$ cat config.mk
export PLATFORM = sky130hd
export DESIGN_NAME = dds_sweep_ctrl
export DESIGN_NICKNAME = d
export VERILOG_FILES = /design/src/rtl/dds_sweep_ctrl.sv
export SDC_FILE = /design/constraint.sdc
export NUM_CORES = 1
export LEC_CHECK = 0
export ABC_AREA = 1
export BUFFER_PORTS_ARGS = -buffer_cell sky130_fd_sc_hd__buf_4
export CAP_MARGIN = 20
export CORE_MARGIN = 4
export CORE_UTILIZATION = 35
export DETAILED_ROUTE_END_ITERATION = 8
export PLACE_DENSITY = 0.53
export SETUP_SLACK_MARGIN = 0.1
export SYNTH_ARGS = -nofsm -noshare
export SYNTH_HDL_FRONTEND = slang
export SYNTH_SLANG_ARGS = --single-unit
$ cat constraint.sdc
create_clock -name Fg_clk -period 4.19 [get_ports Fg_clk]
set_input_delay 0.419 -clock Fg_clk [delete_from_list [all_inputs] [get_ports Fg_clk]]
set_output_delay 0.419 -clock Fg_clk [all_outputs]
set_load 0.01 [all_outputs]
$ cat src/rtl/dds_sweep_ctrl.sv
// DDS table-address sweep sequencer: steps address from start to stop, strobing FreqChng,
// waiting for Oscillator Ready and dwelling per step. Replaces the rotary encoder input.
module dds_sweep_ctrl #(
  parameter int ADDR_W  = 11,
  parameter int DWELL_W = 16,
  parameter int TIMEOUT = 4096
) (
  input  logic              Fg_clk,
  input  logic              Reset,
  input  logic              Start,
  input  logic              Abort,
  input  logic              Loop,
  input  logic [ADDR_W-1:0] StartAddr,
  input  logic [ADDR_W-1:0] StopAddr,
  input  logic [ADDR_W-1:0] StepSize,
  input  logic [DWELL_W-1:0] Dwell,
  input  logic              Ready,
  output logic [ADDR_W-1:0] address,
  output logic              FreqChng,
  output logic              Busy,
  output logic              Done,
  output logic              Err
);
  localparam int TO_W = $clog2(TIMEOUT + 1);

  typedef enum logic [2:0] {IDLE, WAIT_RDY, DWELL, STEP, DONE} state_e;

  state_e              state_q, state_d;
  logic [ADDR_W-1:0]   addr_q, addr_d, start_q, start_d, stop_q, stop_d, step_q, step_d;
  logic [DWELL_W-1:0]  dwell_q, dwell_d, dcnt_q, dcnt_d;
  logic [TO_W-1:0]     tcnt_q, tcnt_d;
  logic                loop_q, loop_d, up_q, up_d, freq_q, freq_d, err_q, err_d;
  logic [ADDR_W:0]     nxt_up, nxt_dn;
  logic [ADDR_W-1:0]   nxt_addr;

  // One extra bit catches both overflow past the top and wrap below zero.
  always_comb begin
    nxt_up = {1'b0, addr_q} + {1'b0, step_q};
    nxt_dn = {1'b0, addr_q} - {1'b0, step_q};
    if (up_q)
      nxt_addr = (nxt_up > {1'b0, stop_q}) ? stop_q : nxt_up[ADDR_W-1:0];
    else
      nxt_addr = (nxt_dn[ADDR_W] || (nxt_dn[ADDR_W-1:0] < stop_q)) ? stop_q : nxt_dn[ADDR_W-1:0];
  end

  always_comb begin
    state_d = state_q;
    addr_d  = addr_q;
    start_d = start_q;
    stop_d  = stop_q;
    step_d  = step_q;
    dwell_d = dwell_q;
    loop_d  = loop_q;
    up_d    = up_q;
    dcnt_d  = dcnt_q;
    tcnt_d  = tcnt_q;
    freq_d  = 1'b0;
    err_d   = err_q;
    if (state_q != IDLE && Abort) begin
      state_d = IDLE;
    end else begin
      case (state_q)
        IDLE: begin
          if (Start && !Abort) begin
            start_d = StartAddr;
            stop_d  = StopAddr;
            step_d  = (StepSize == '0) ? ADDR_W'(1) : StepSize;
            dwell_d = Dwell;
            loop_d  = Loop;
            up_d    = (StopAddr >= StartAddr);
            err_d   = 1'b0;
            addr_d  = StartAddr;
            freq_d  = 1'b1;
            tcnt_d  = '0;
            state_d = WAIT_RDY;
          end
        end
        WAIT_RDY: begin
          // Ready is stale during the strobe cycle, so only look from the next cycle on.
          if (!freq_q) begin
            if (Ready) begin
              dcnt_d  = (dwell_q == '0) ? DWELL_W'(1) : dwell_q;
              state_d = DWELL;
            end else if (tcnt_q == TO_W'(TIMEOUT - 1)) begin
              err_d   = 1'b1;
              state_d = IDLE;
            end else begin
              tcnt_d = tcnt_q + 1'b1;
            end
          end
        end
        DWELL: begin
          if (dcnt_q <= DWELL_W'(1)) state_d = STEP;
          else                       dcnt_d  = dcnt_q - 1'b1;
        end
        STEP: begin
          if (addr_q == stop_q && !loop_q) begin
            state_d = DONE;
          end else begin
            addr_d  = (addr_q == stop_q) ? start_q : nxt_addr;
            freq_d  = 1'b1;
            tcnt_d  = '0;
            state_d = WAIT_RDY;
          end
        end
        DONE:    state_d = IDLE;
        default: state_d = IDLE;
      endcase
    end
  end

  always_ff @(posedge Fg_clk) begin
    if (Reset) begin
      state_q <= IDLE;
      addr_q  <= '0;
      start_q <= '0;
      stop_q  <= '0;
      step_q  <= '0;
      dwell_q <= '0;
      loop_q  <= 1'b0;
      up_q    <= 1'b0;
      dcnt_q  <= '0;
      tcnt_q  <= '0;
      freq_q  <= 1'b0;
      err_q   <= 1'b0;
    end else begin
      state_q <= state_d;
      addr_q  <= addr_d;
      start_q <= start_d;
      stop_q  <= stop_d;
      step_q  <= step_d;
      dwell_q <= dwell_d;
      loop_q  <= loop_d;
      up_q    <= up_d;
      dcnt_q  <= dcnt_d;
      tcnt_q  <= tcnt_d;
      freq_q  <= freq_d;
      err_q   <= err_d;
    end
  end

  assign address  = addr_q;
  assign FreqChng = freq_q;
  assign Busy     = (state_q != IDLE) && (state_q != DONE);
  assign Done     = (state_q == DONE);
  assign Err      = err_q;

endmodule

=== After elaboration in Yosys (flattened, before gate mapping) ===
Cells that the tools add are included.
W data, S select, Z words.

* Add/subtract/negate cells: 4
* Magnitude comparators: 4
* Equal/unequal tests: 17
* Muxes and demuxes: 34
* Bitwise logic cells: 1
* Reduce and logical (&&, ||, !) cells: 22

{| class="wikitable"
|+ Operators with widths
! kind !! count
|-
| $mux W11 || 7
|-
| $mux W13 || 5
|-
| $mux W16 || 4
|-
| $pmux W13 S3 || 1
|-
| $pmux W16 S2 || 1
|-
| $pmux W11 S2 || 1
|-
| $mux W3 || 6
|-
| $ne A2 B2 Y1 const B || 9
|-
| $le A16 B1 Y1 const B || 1
|-
| $logic_not A16 Y1 || 1
|-
| $sub A16 B1 Y16 const B || 1
|-
| $add A13 B1 Y13 const B || 1
|-
| $eq A13 B12 Y1 const B || 1
|-
| $add A11 B11 Y12 || 1
|-
| $gt A12 B11 Y1 || 1
|-
| $pmux W3 S4 || 1
|-
| $sub A11 B11 Y12 || 1
|-
| $eq A11 B11 Y1 || 1
|-
| $ge A11 B11 Y1 || 1
|-
| $logic_not A11 Y1 || 1
|-
| $lt A11 B11 Y1 || 1
|-
| $reduce_and A4 Y1 || 2
|-
| $reduce_and A7 Y1 || 1
|-
| $eq A3 B2 Y1 const B || 2
|-
| 16 further kinds || 30
|}

* Register bits: 96
* Bits of input ports: 55
* Output and inout bits: 15
* Logic and storage cells: 94

=== Longest topological paths before layout ===
Gate-level depths: netlist of the first run.

* Word-level depth: 8
* Mapped depth: 30

=== Least setup slack after synthesis of the first run ===
No wires, ideal clock.

* Kind: register to register
* Start point: register addr_q[0] (netlist: address[0])
* End point: register addr_q[9] (netlist: address[9])
* Setup time: 0.117 ns
* Arrival time: 3.104 ns
* Data required time: 4.073 ns
* Setup slack: 0.968 ns
* Cell stages (with the launch flop): 24
* Clock period less this slack: 3.222 ns
* Cell sequence: dfxtp_1 inv_1 ha_1 inv_1 fa_1 nand2_1 nand2_1 a21oi_1 o21ai_0 a21oi_1 xor2_1 inv_1 ha_1 a21oi_1 nor2_1 a211oi_1 o21ai_0 nand2_2 buf_6 a21oi_1 o21ai_1 nand3_1 nand2_1 a21oi_1

* Word-level cells in the longest chain between the ends: 8
* Elaborated cells between the ends (all ways): 15
* Classes of those cells: 2 x add/sub; 2 x order compare; 2 x eq/ne; 6 x mux; 3 x reduce/logical

{| class="wikitable"
|+ Ends and longest elaborated chain
! element !! RTL line !! source
|-
| start, declared || 29 || <nowiki>logic [ADDR_W-1:0] addr_q, addr_d, start_q, start_d, stop_q, stop_d, step_q, step_d;</nowiki>
|-
| start signal, assigned || 128 || <nowiki>addr_q <= addr_d;</nowiki>
|-
| $sub A11 B11 Y12 || 39 || <nowiki>nxt_dn = {1'b0, addr_q} - {1'b0, step_q};</nowiki>
|-
| $lt A11 B11 Y1 || 43 || <nowiki>nxt_addr = (nxt_dn[ADDR_W] || (nxt_dn[ADDR_W-1:0] < stop_q)) ? stop_q : nxt_dn[ADDR_W-1:0];</nowiki>
|-
| $logic_or A1 B1 Y1 || 43 ||
|-
| $mux W11 || 43 ||
|-
| $mux W11 || 40 || <nowiki>if (up_q)</nowiki>
|-
| $mux W11 || 100 || <nowiki>addr_d = (addr_q == stop_q) ? start_q : nxt_addr;</nowiki>
|-
| $mux W11 || 97 || <nowiki>if (addr_q == stop_q && !loop_q) begin</nowiki>
|-
| $pmux W11 S2 || 62 || <nowiki>case (state_q)</nowiki>
|}

Parallel ways exist; a longest one is shown, timed or not. The select of a mux whose other input is x is not followed.
A chain may end at the register's enable or synchronous reset.

=== Worst setup path after layout of the first run ===
* Start point: register addr_q[0] (netlist: address[0])
* End point: register addr_q[6] (netlist: address[6])

The elaborated chain is that of the path after synthesis.

==> impl_metrics.tcl, run 1 <==
set metrics [dict create \
    status "finished, final reports clean" \
    first_pass_iters 5 \
    grt_pass1_vias 6303 \
    start_util_pct 36.03 \
    grt_max_degree 39 \
    drv_slew 0 \
    p_sw_share_pct 50.83 \
    netlist_instances 1010 \
    grt_util_all_layers_pct 18.83 \
    period_share_pct 87.65 \
    tns_ns 0 \
    die_y_um 147.7 \
    cap_violations 0 \
    worstPathRequired_ns 4.44 \
    setup_viol 0 \
    final-hold-violation-count 0 \
    ys_seq_area_share_pct 28.14 \
    drt_iter0_drc 455 \
    vias 6736 \
    fp.dieW_um 147.7 \
    cts_buffers 9 \
    grt_antenna_before_repair 0 \
    relSlewSlack_pct 50.44 \
    critPathCaptureType "register" \
    switching_power_w 0.003078 \
    fin_worst_skew_ns 0.01126 \
    seq_power_share_pct 21.0 \
    rsz0062_at_grt "no" \
    clock-sinks 96 \
    cp-endpoint "address[6]$_SDFFE_PP0P_" \
    regToRegEndpoint "address[6]$_SDFFE_PP0P_" \
    coreArea_um2 18960 \
    antennaDiodeCount 0 \
    synth_top_family_by_area "simple AND/OR/NAND/NOR gates" \
    worst_pin_slew_ns 0.7356 \
    hold_class "primary input to register" \
    clock_path_buffers 2 \
    power.internal_w 0.002977 \
    p_per_area_nw_per_um2 757.7 \
    p_clk_share_pct 14.9 \
    syn-cell-area_um2 6830 \
    synth-simple-area-share_pct 24.07 \
    whs_ns 0.2809 \
    portBuffers 69 \
    comb_power_share_pct 64.1 \
    worstSkewPairLatency_ns 0.36 \
    peakVddDrop_mv 0.2884 \
    ys_warn_count 0 \
    area_growth_pct 17.02 \
    viasPerCell 5.046 \
    mappedNetlistNets 1124 \
    overflow 0 \
    cts.clk_slew.worst_paths_ns 0.08 \
    critPathMaxFanout 11 \
    path_class "register to register" \
    rrSetupSlack_ns 0.52 \
    avgSynthCellArea_um2 6.763 \
    synth-seq-cells 96 \
    io_pins 70 \
    dieArea_um2 21810 \
    cts-htree-levels 3 \
    synth.distinct_cells 47 \
    hpwl_um 15880 \
    cts_tree "built" \
    rows 50 \
    place.gp.congestion 0.9284 \
    synth_xor_area_share_pct 3.975 \
    muxShareOfSynthArea_pct 0 \
    drive_above_1_share_pct 13.95 \
    async_reset_ff_share_pct 0 \
    cp-start-kind "register" \
    fmax_mhz 272.3 \
    startpoint "address[0]$_SDFFE_PP0P_" \
    synth_edf_count 0 \
    grt_pass1_wl_um 33320 \
    clk_root_buffer_cell "clkbuf_16" \
    drc 0 \
    finalCriticalPeriod_ns 3.673 \
    reg2reg_depth 25 \
    nNetsFinal 1184 \
    r2r_start "address[0]$_SDFFE_PP0P_" \
    synth_flop_cell "dfxtp_1" \
    critical_path_arrival_ns 3.92 \
    wire_per_inst_um 15.46 \
    synthAdderAreaFrac_pct 11.03 \
    postRouteWirelength_um 20640 \
    ant_nets 0 \
    cts-resized-gates 0 \
    synth-compound-area-share_pct 22.18 \
    p_leak_nw 3.719 \
]
power groups by stage:
stage / logic, W / clock network, W / registers (W)
6_report: 0.00388 / 0.000905 / 0.00127
3_5_place_dp: 0.00377 / 0 / 0.00129
5_1_grt: 0.00441 / 0.000962 / 0.00130
3_3_place_gp: 0.00375 / 0 / 0.00128
2_1_floorplan: 0.00281 / 0 / 0.00126
4_1_cts: 0.00379 / 0.000927 / 0.00127
worst min path at each step:
stage	startpoint	end	depth (start not counted)
6_report	Dwell[10]	dwell_q[10]$_SDFFE_PP0P_	3
4_1_cts	Dwell[10]	dwell_q[10]$_SDFFE_PP0P_	3
3_3_place_gp	dcnt_q[5]$_SDFFE_PP0P_	dcnt_q[5]$_SDFFE_PP0P_	2
5_1_grt	Dwell[12]	dwell_q[12]$_SDFFE_PP0P_	3
2_1_floorplan	dwell_q[11]$_SDFFE_PP0P_	dwell_q[11]$_SDFFE_PP0P_	2
3_5_place_dp	dcnt_q[5]$_SDFFE_PP0P_	dcnt_q[5]$_SDFFE_PP0P_	2
metrics by stage:
stage	utilization [%]	setup slack (ns)	std cells	total power, W	cell area [µm²]
after global routing	42.17	0.2299	1335	0.006663	7993
after floorplan	-	0.9681	1010	0.004066	6830
final	42.17	0.5173	1335	0.006056	7993
after detailed placement	40.23	0.4601	1315	0.005057	7626
after global placement	40.23	0.5734	1315	0.005037	7626
after CTS	41.90	0.4450	1331	0.005985	7943
what timing repair did:
item                       4_1_cts  5_1_grt
setup buffers                    0        3
hold buffers                     0        0
setup endpoints to repair        0        2
layer usage:
layer	GRT usage [%]	part of all wire (%)
met4	4.706	1.2
met3	2.667	6.0
met2	27.19	41
met5	0	0
met1	29.17	52
cells in the final DEF (no fill, tap or decap), drive strengths merged, types with 3 or more instances in the layout:
master	n
dfxtp	96
a211oi	13
o21ai	118
nor4	10
clkinv	4
xor2	28
nand2	168
buf	91
a21oi	113
o211ai	5
ha	57
a31oi	5
clkbuf	9
or2	3
nor3	22
inv	144
nor2	94
xnor2	3
nand4	23
nand3	50
registers in the layout, indices dropped and copies added (netlist names), 3 cells and up:
name     cells
address     11
dcnt_q      16
dwell_q     16
start_q     11
state_q      3
step_q      11
stop_q      11
tcnt_q      13
worst max-delay path: stages (launching register included):
cell,delay (ns)
dfxtp_1,0.36
ha_1,0.27
fa_1,0.45
nand2_1,0.10
nand2_1,0.06
a21oi_1,0.28
o21ai_0,0.16
xor2_1,0.27
inv_1,0.08
ha_1,0.28
nand2_1,0.06
nor2_1,0.18
nand2_1,0.08
nand2_1,0.05
nand2_1,0.04
nand2_1,0.05
nand2_1,0.05
nand2_1,0.05
nand2_1,0.09
nand3_1,0.08
buf_4,0.20
nand2_1,0.07
nand3_1,0.07
nand3_1,0.08
nand2_1,0.08
a21oi_2,0.05
layout make-up:
cell class | count | area [µm²]
clock buffer | 9 | 225.2
clock inverter | 7 | 91.34
fill | 2049 | 10960
inverter | 143 | 536.8
multi-input combinational | 729 | 4189
sequential | 96 | 1922
tap | 260 | 325.3
timing repair buffer | 91 | 703.2
synth_stat cells (9+ instances only):
| cell | n | area, µm² |
|---|---|---|
| nor4_1 | 9 | 56.30 |
| ha_1 | 57 | 713.2 |
| xor2_1 | 28 | 245.2 |
| nor2_1 | 92 | 345.3 |
| nor3_1 | 19 | 95.09 |
| o21ai_1 | 13 | 65.06 |
| dfxtp_1 | 96 | 1922 |
| a21oi_1 | 99 | 495.5 |
| clkbuf_1 | 29 | 108.9 |
| inv_1 | 134 | 503.0 |
| nand3_1 | 49 | 245.2 |
| buf_2 | 9 | 45.04 |
| inv_2 | 9 | 33.78 |
| a211oi_1 | 13 | 97.59 |
| nand2_1 | 163 | 611.8 |
| a21oi_2 | 14 | 122.6 |
| o21ai_0 | 104 | 520.5 |
| nand4_1 | 22 | 137.6 |
logic make-up (layout without fill, tap and decap cells):
family,count (synthesis),count (layout)
AND/OR/NAND/NOR,371,371
buffers and inverters,185,250
AO/OA/AOI/OAI,268,268
flip-flops,96,96
adder cells (fa/ha/maj),59,59
XOR/XNOR,31,31
Power figures use the tool's default switching activity.
==> inputs of run 2 (changes only) <==
--- a/config.mk
+++ b/config.mk
@@ -11,7 +11,6 @@
 export CORE_MARGIN = 4
 export CORE_UTILIZATION = 35
 export DETAILED_ROUTE_END_ITERATION = 8
-export PLACE_DENSITY = 0.53
 export SETUP_SLACK_MARGIN = 0.1
 export SYNTH_ARGS = -nofsm -noshare
 export SYNTH_HDL_FRONTEND = slang
==> impl_metrics.tcl, run 2 (synthesis gave the netlist of run 1 again) <==
set metrics [dict create \
    status "finished, final reports clean" \
    cts_buffers 9 \
    worstSkewPairLatency_ns 0.36 \
    cts_tree "built" \
    fill_cells 2014 \
    clk_root_buffer_cell "clkbuf_16" \
    slowest_stage "fa_1" \
    rsz0062_at_grt "no" \
    drc 0 \
    path_buf_inv 4 \
    finalCriticalPeriod_ns 3.735 \
    tns_ns 0 \
    hold_buffers 0 \
    drt_iter0_drc 504 \
    fp.dieW_um 147.7 \
    drive_above_1_share_pct 13.73 \
    start_util_pct 36.03 \
    period_share_pct 89.14 \
    overflow 0 \
    drv_slew 0 \
    min_to "dwell_q[12]$_SDFFE_PP0P_" \
    path_class "register to register" \
    clock_path_buffers 2 \
    fmax_mhz 267.7 \
    grt_util_all_layers_pct 18.21 \
    cpPeakStageDelay_ns 0.45 \
    antennaDiodeCount 0 \
    grt_pass1_vias 6224 \
    p_leak_nw 3.691 \
    vias 6722 \
    clock-sinks 96 \
    total_power_w 0.005982 \
    r2r_start "address[0]$_SDFFE_PP0P_" \
    layout_common_cells "nand2_1, inv_1, o21ai_0" \
    place.gp.congestion 0.9667 \
    worstPathCellList "inv_1 -> ha_1 -> inv_1 -> fa_1 -> nand2_1 -> nand2_1 -> a21oi_1 -> o21ai_0 -> a21oi_2 -> xor2_1 -> inv_1 -> ha_1 -> a21oi_1 -> nor2_1 -> a211oi_1 -> o21ai_0 -> nand2_2 -> buf_4 -> a21oi_1 -> o21ai_0 -> nand3_1 -> nand2_1 -> a21oi_2" \
    portBuffers 69 \
    cp-start-kind "register" \
    critPathCaptureType "register" \
    wire_per_inst_um 15.02 \
    reg2reg_depth 23 \
    dieArea_um2 21810 \
    fin_worst_skew_ns 0.01059 \
    top_regs "dcnt_q: 16 flops, dwell_q: 16 flops, tcnt_q: 13 flops" \
    worst_pin_slew_ns 0.7259 \
    crit_family "compound AO/OA/AOI/OAI gates" \
    hold_class "primary input to register" \
    postRouteWirelength_um 19990 \
    post-route-util_pct 41.87 \
    first_pass_iters 5 \
    hp-start "Dwell[12]" \
    viasPerCell 5.050 \
    critical_path_arrival_ns 3.98 \
    peakVddDrop_mv 0.2445 \
    nNetsFinal 1180 \
    ant_nets 0 \
    relSlewSlack_pct 51.54 \
    cts-htree-levels 3 \
    whs_ns 0.2731 \
    setup_viol 0 \
    die_y_um 147.7 \
    cts.clk_slew.worst_paths_ns 0.08 \
    final_common_cell "nand2_1" \
    hpwl_um 15280 \
    final-hold-violation-count 0 \
    io_pins 70 \
    coreArea_um2 18960 \
    rows 50 \
    worstPathRequired_ns 4.44 \
    hold_path_depth 3 \
    cap_violations 0 \
    regToRegEndpoint "address[6]$_SDFFE_PP0P_" \
    grt_antenna_before_repair 0 \
    p_per_area_nw_per_um2 753.8 \
    grt_max_degree 48 \
    grt_pass1_wl_um 32220 \
    rrSetupSlack_ns 0.45 \
    critPathMaxFanout 7 \
    area_growth_pct 16.19 \
]
-- run 2: through the flow --
step,area (µm²),instances,setup slack [ns]
3_5_place_dp,7604,1312,0.4848
2_1_floorplan,6830,1010,0.9681
3_3_place_gp,7604,1312,0.5940
4_1_cts,7910,1328,0.4163
6_report,7936,1331,0.4549
5_1_grt,7936,1331,0.08137
-- run 2: routing by layer --
metal  track usage, %  share of wire, %  up-vias
met3            4.231               6.4       12
li1                 -                 -     3480
met1            26.96                51     3041
met2            27.21                42      189
met4            3.262              0.86        0
met5                0                 0        -
-- run 2: how the worst max path moves through the flow --
stage,from,to,slack (ns),cells after the start
floorplan,address[0]$_SDFFE_PP0P_,address[9]$_SDFFE_PP0P_,0.97,23
global placement,address[0]$_SDFFE_PP0P_,address[10]$_SDFFE_PP0P_,0.59,24
detailed placement,address[0]$_SDFFE_PP0P_,address[10]$_SDFFE_PP0P_,0.48,24
CTS,address[0]$_SDFFE_PP0P_,address[10]$_SDFFE_PP0P_,0.42,24
global route,address[0]$_SDFFE_PP0P_,address[7]$_SDFFE_PP0P_,0.08,25
finish,address[0]$_SDFFE_PP0P_,address[6]$_SDFFE_PP0P_,0.45,23
-- run 2: repair_timing --
item,4_1_cts,5_1_grt
gates resized for setup,0,1
buffers inserted,0,3
endpoints found under the setup margin,0,7
-- run 2: worst min-delay path, delay by kind of cell --
kind / cells / cell delay (ns)
buf+inv: 1 / 0.07
simple gates: 2 / 0.11
-- run 2: area by class of cell --
class	instances	area (µm²)	share of cell area, %
Clock buffer	9	225.2	2.838
Clock inverter	7	81.33	1.025
Inverter	143	536.8	6.763
Multi-Input combinational cell	729	4193	52.83
Sequential cell	96	1922	24.22
Tap cell	260	325.3	4.099
Timing Repair Buffer	87	653.1	8.230
-- run 2: power breakdown --
part	switching (W)	internal [W]
clock network	0.000430	0.000428
registers	0.000170	0.00110
logic	0.00245	0.00140
==> inputs of run 3 (changes only) <==
--- a/config.mk
+++ b/config.mk
@@ -8,9 +8,12 @@
 export ABC_AREA = 1
 export BUFFER_PORTS_ARGS = -buffer_cell sky130_fd_sc_hd__buf_4
 export CAP_MARGIN = 20
+export CELL_PAD_IN_SITES_DETAIL_PLACEMENT = 1
+export CELL_PAD_IN_SITES_GLOBAL_PLACEMENT = 1
 export CORE_MARGIN = 4
 export CORE_UTILIZATION = 35
 export DETAILED_ROUTE_END_ITERATION = 8
+export PLACE_DENSITY_LB_ADDON = 0.1
 export SETUP_SLACK_MARGIN = 0.1
 export SYNTH_ARGS = -nofsm -noshare
 export SYNTH_HDL_FRONTEND = slang
==> impl_metrics.tcl, run 3 (synthesis gave the netlist of run 1 again) <==
set metrics [dict create \
    ant_nets 0 \
    regToRegEndpoint "address[4]$_SDFFE_PP0P_" \
    vias 6815 \
    critical_path_arrival_ns 4.00 \
    start_util_pct 36.03 \
    fmax_mhz 265.6 \
    grt_pass1_wl_um 36990 \
    cap_violations 0 \
    p_sw_share_pct 51.73 \
    power.internal_w 0.003016 \
    hold_path_depth 3 \
    clock-sinks 96 \
    comb_power_share_pct 65.8 \
    r2r_start "address[0]$_SDFFE_PP0P_" \
    grt_util_all_layers_pct 21.40 \
    wire_per_inst_um 17.51 \
    fill_cells 2444 \
    layout_common_cells "nand2_1, inv_1, o21ai_0" \
    clk_root_buffer_cell "clkbuf_16" \
    die_y_um 147.7 \
    seq_area_um2 1924 \
    viasPerCell 5.105 \
    finalCriticalPeriod_ns 3.766 \
    hold_class "primary input to register" \
    first_pass_iters 5 \
    critPathMaxFanout 5 \
    whs_ns 0.2859 \
    place_inst 1313 \
    relSlewSlack_pct 44.12 \
    min_to "dwell_q[10]$_SDFFE_PP0P_" \
    rows 50 \
    grt_pass1_vias 6667 \
    switching_power_w 0.003231 \
    hp-start "Dwell[10]" \
    peakVddDrop_mv 0.2827 \
    tns_ns 0 \
    grt_max_degree 65 \
    grt_antenna_before_repair 0 \
    drc 0 \
    place.gp.congestion 0.8530 \
    critPathCaptureType "register" \
    rsz0062_at_grt "no" \
    postRouteWirelength_um 23370 \
    postPlaceCellArea_um2 7611 \
    cts_buffers 9 \
    status "finished, final reports clean" \
    p_clk_share_pct 13.7 \
    fp.dieW_um 147.7 \
    setup_viol 0 \
    top_regs "dcnt_q: 16 flops, dwell_q: 16 flops, tcnt_q: 13 flops" \
    nNetsFinal 1184 \
    overflow 0 \
    worstPathCellList "inv_1 -> ha_1 -> inv_1 -> fa_1 -> nand2_1 -> nand2_1 -> a21oi_1 -> o21ai_1 -> a21oi_1 -> xor2_1 -> inv_1 -> ha_1 -> a21oi_1 -> nor2_1 -> a211oi_1 -> o21ai_1 -> nand2_2 -> buf_4 -> a21oi_1 -> o21ai_0 -> nand3_1 -> nand2_1 -> a21oi_1" \
    final-hold-violation-count 0 \
    antennaDiodeCount 0 \
    worst_pin_slew_ns 0.8371 \
    crit_family "compound AO/OA/AOI/OAI gates" \
    rrSetupSlack_ns 0.42 \
    io_pins 70 \
    worstPathRequired_ns 4.42 \
    cts-htree-levels 3 \
    crit_cells 23 \
    reg2reg_depth 23 \
    seq_power_share_pct 20.5 \
    portBuffers 69 \
    design_area_um2 7965 \
    slowest_stage "fa_1" \
    coreArea_um2 18960 \
    worstSkewPairLatency_ns 0.36 \
    clock_path_buffers 2 \
    cts_tree "built" \
    period_share_pct 89.87 \
    final_cell_count_no_fill 1335 \
    cpPeakStageDelay_ns 0.42 \
    drt_iter0_drc 289 \
    drv_slew 0 \
    p_per_area_nw_per_um2 784.3 \
    multi_input_area_um2 4205 \
    cts.clk_slew.worst_paths_ns 0.07 \
    crit_top_cell "a21oi_1" \
    dieArea_um2 21810 \
    area_growth_pct 16.61 \
    fin_worst_skew_ns 0.01295 \
    cp-start-kind "register" \
    final_common_cell "nand2_1" \
    path_buf_inv 4 \
    p_leak_nw 3.706 \
    drive_above_1_share_pct 13.95 \
    path_class "register to register" \
    hpwl_um 18360 \
]
run 3: final cells by class:
type                            count  area share (%)
Clock buffer                       12           3.095
Multi-Input combinational cell    730           52.80
Tap cell                          260           4.084
Clock inverter                      4          0.6440
Inverter                          143           6.739
Sequential cell                    96           24.16
Timing Repair Buffer               90           8.483
run 3: worst max-delay path by stage:
stage	start	to
6_report	address[0]$_SDFFE_PP0P_	address[4]$_SDFFE_PP0P_
5_1_grt	address[0]$_SDFFE_PP0P_	address[0]$_SDFFE_PP0P_
4_1_cts	address[0]$_SDFFE_PP0P_	address[0]$_SDFFE_PP0P_
3_5_place_dp	address[0]$_SDFFE_PP0P_	address[0]$_SDFFE_PP0P_
3_3_place_gp	step_q[1]$_SDFFE_PP0P_	address[0]$_SDFFE_PP0P_
2_1_floorplan	address[0]$_SDFFE_PP0P_	address[9]$_SDFFE_PP0P_
run 3: layer usage:
| layer | routed length, µm | GRT usage (%) | part of all wire, % |
|---|---|---|---|
| met2 | 10530 | 33.84 | 45 |
| met1 | 11640 | 31.08 | 50 |
| met3 | 806 | 2.422 | 3.4 |
| met4 | 402 | 5.452 | 1.7 |
| met5 | 0 | 0 | 0 |
run 3: per-stage QoR:
| stage | worst slack [ns] | utilization, % | total power (W) |
|---|---|---|---|
| 5_1_grt | 0.1004 | 42.02 | 0.006837 |
| 3_3_place_gp | 0.4162 | 40.15 | 0.005151 |
| 2_1_floorplan | 0.9681 | - | 0.004066 |
| 4_1_cts | 0.2683 | 41.72 | 0.006075 |
| 6_report | 0.4243 | 42.02 | 0.006247 |
| 3_5_place_dp | 0.3031 | 40.15 | 0.005183 |
run 3: tightest hold or removal path: cells and delay by family:
kind	cells	cell delay [ns]
buf+inv	1	0.08
simple gates	2	0.11
run 3: power by group through the flow:
stage	clock [W]	combinational, W	sequential (W)
after global placement	0	0.00385	0.00130
after global routing	0.000914	0.00461	0.00131
after CTS	0.000883	0.00391	0.00128
after detailed placement	0	0.00388	0.00130
final	0.000856	0.00411	0.00128
after floorplan	0	0.00281	0.00126
run 3: repair_timing:
item,in CTS,in global routing
endpoints found under the hold margin,0,0
setup endpoints to repair,0,11
gates resized for setup,0,6
hold buffers,0,0
buffers inserted,0,5
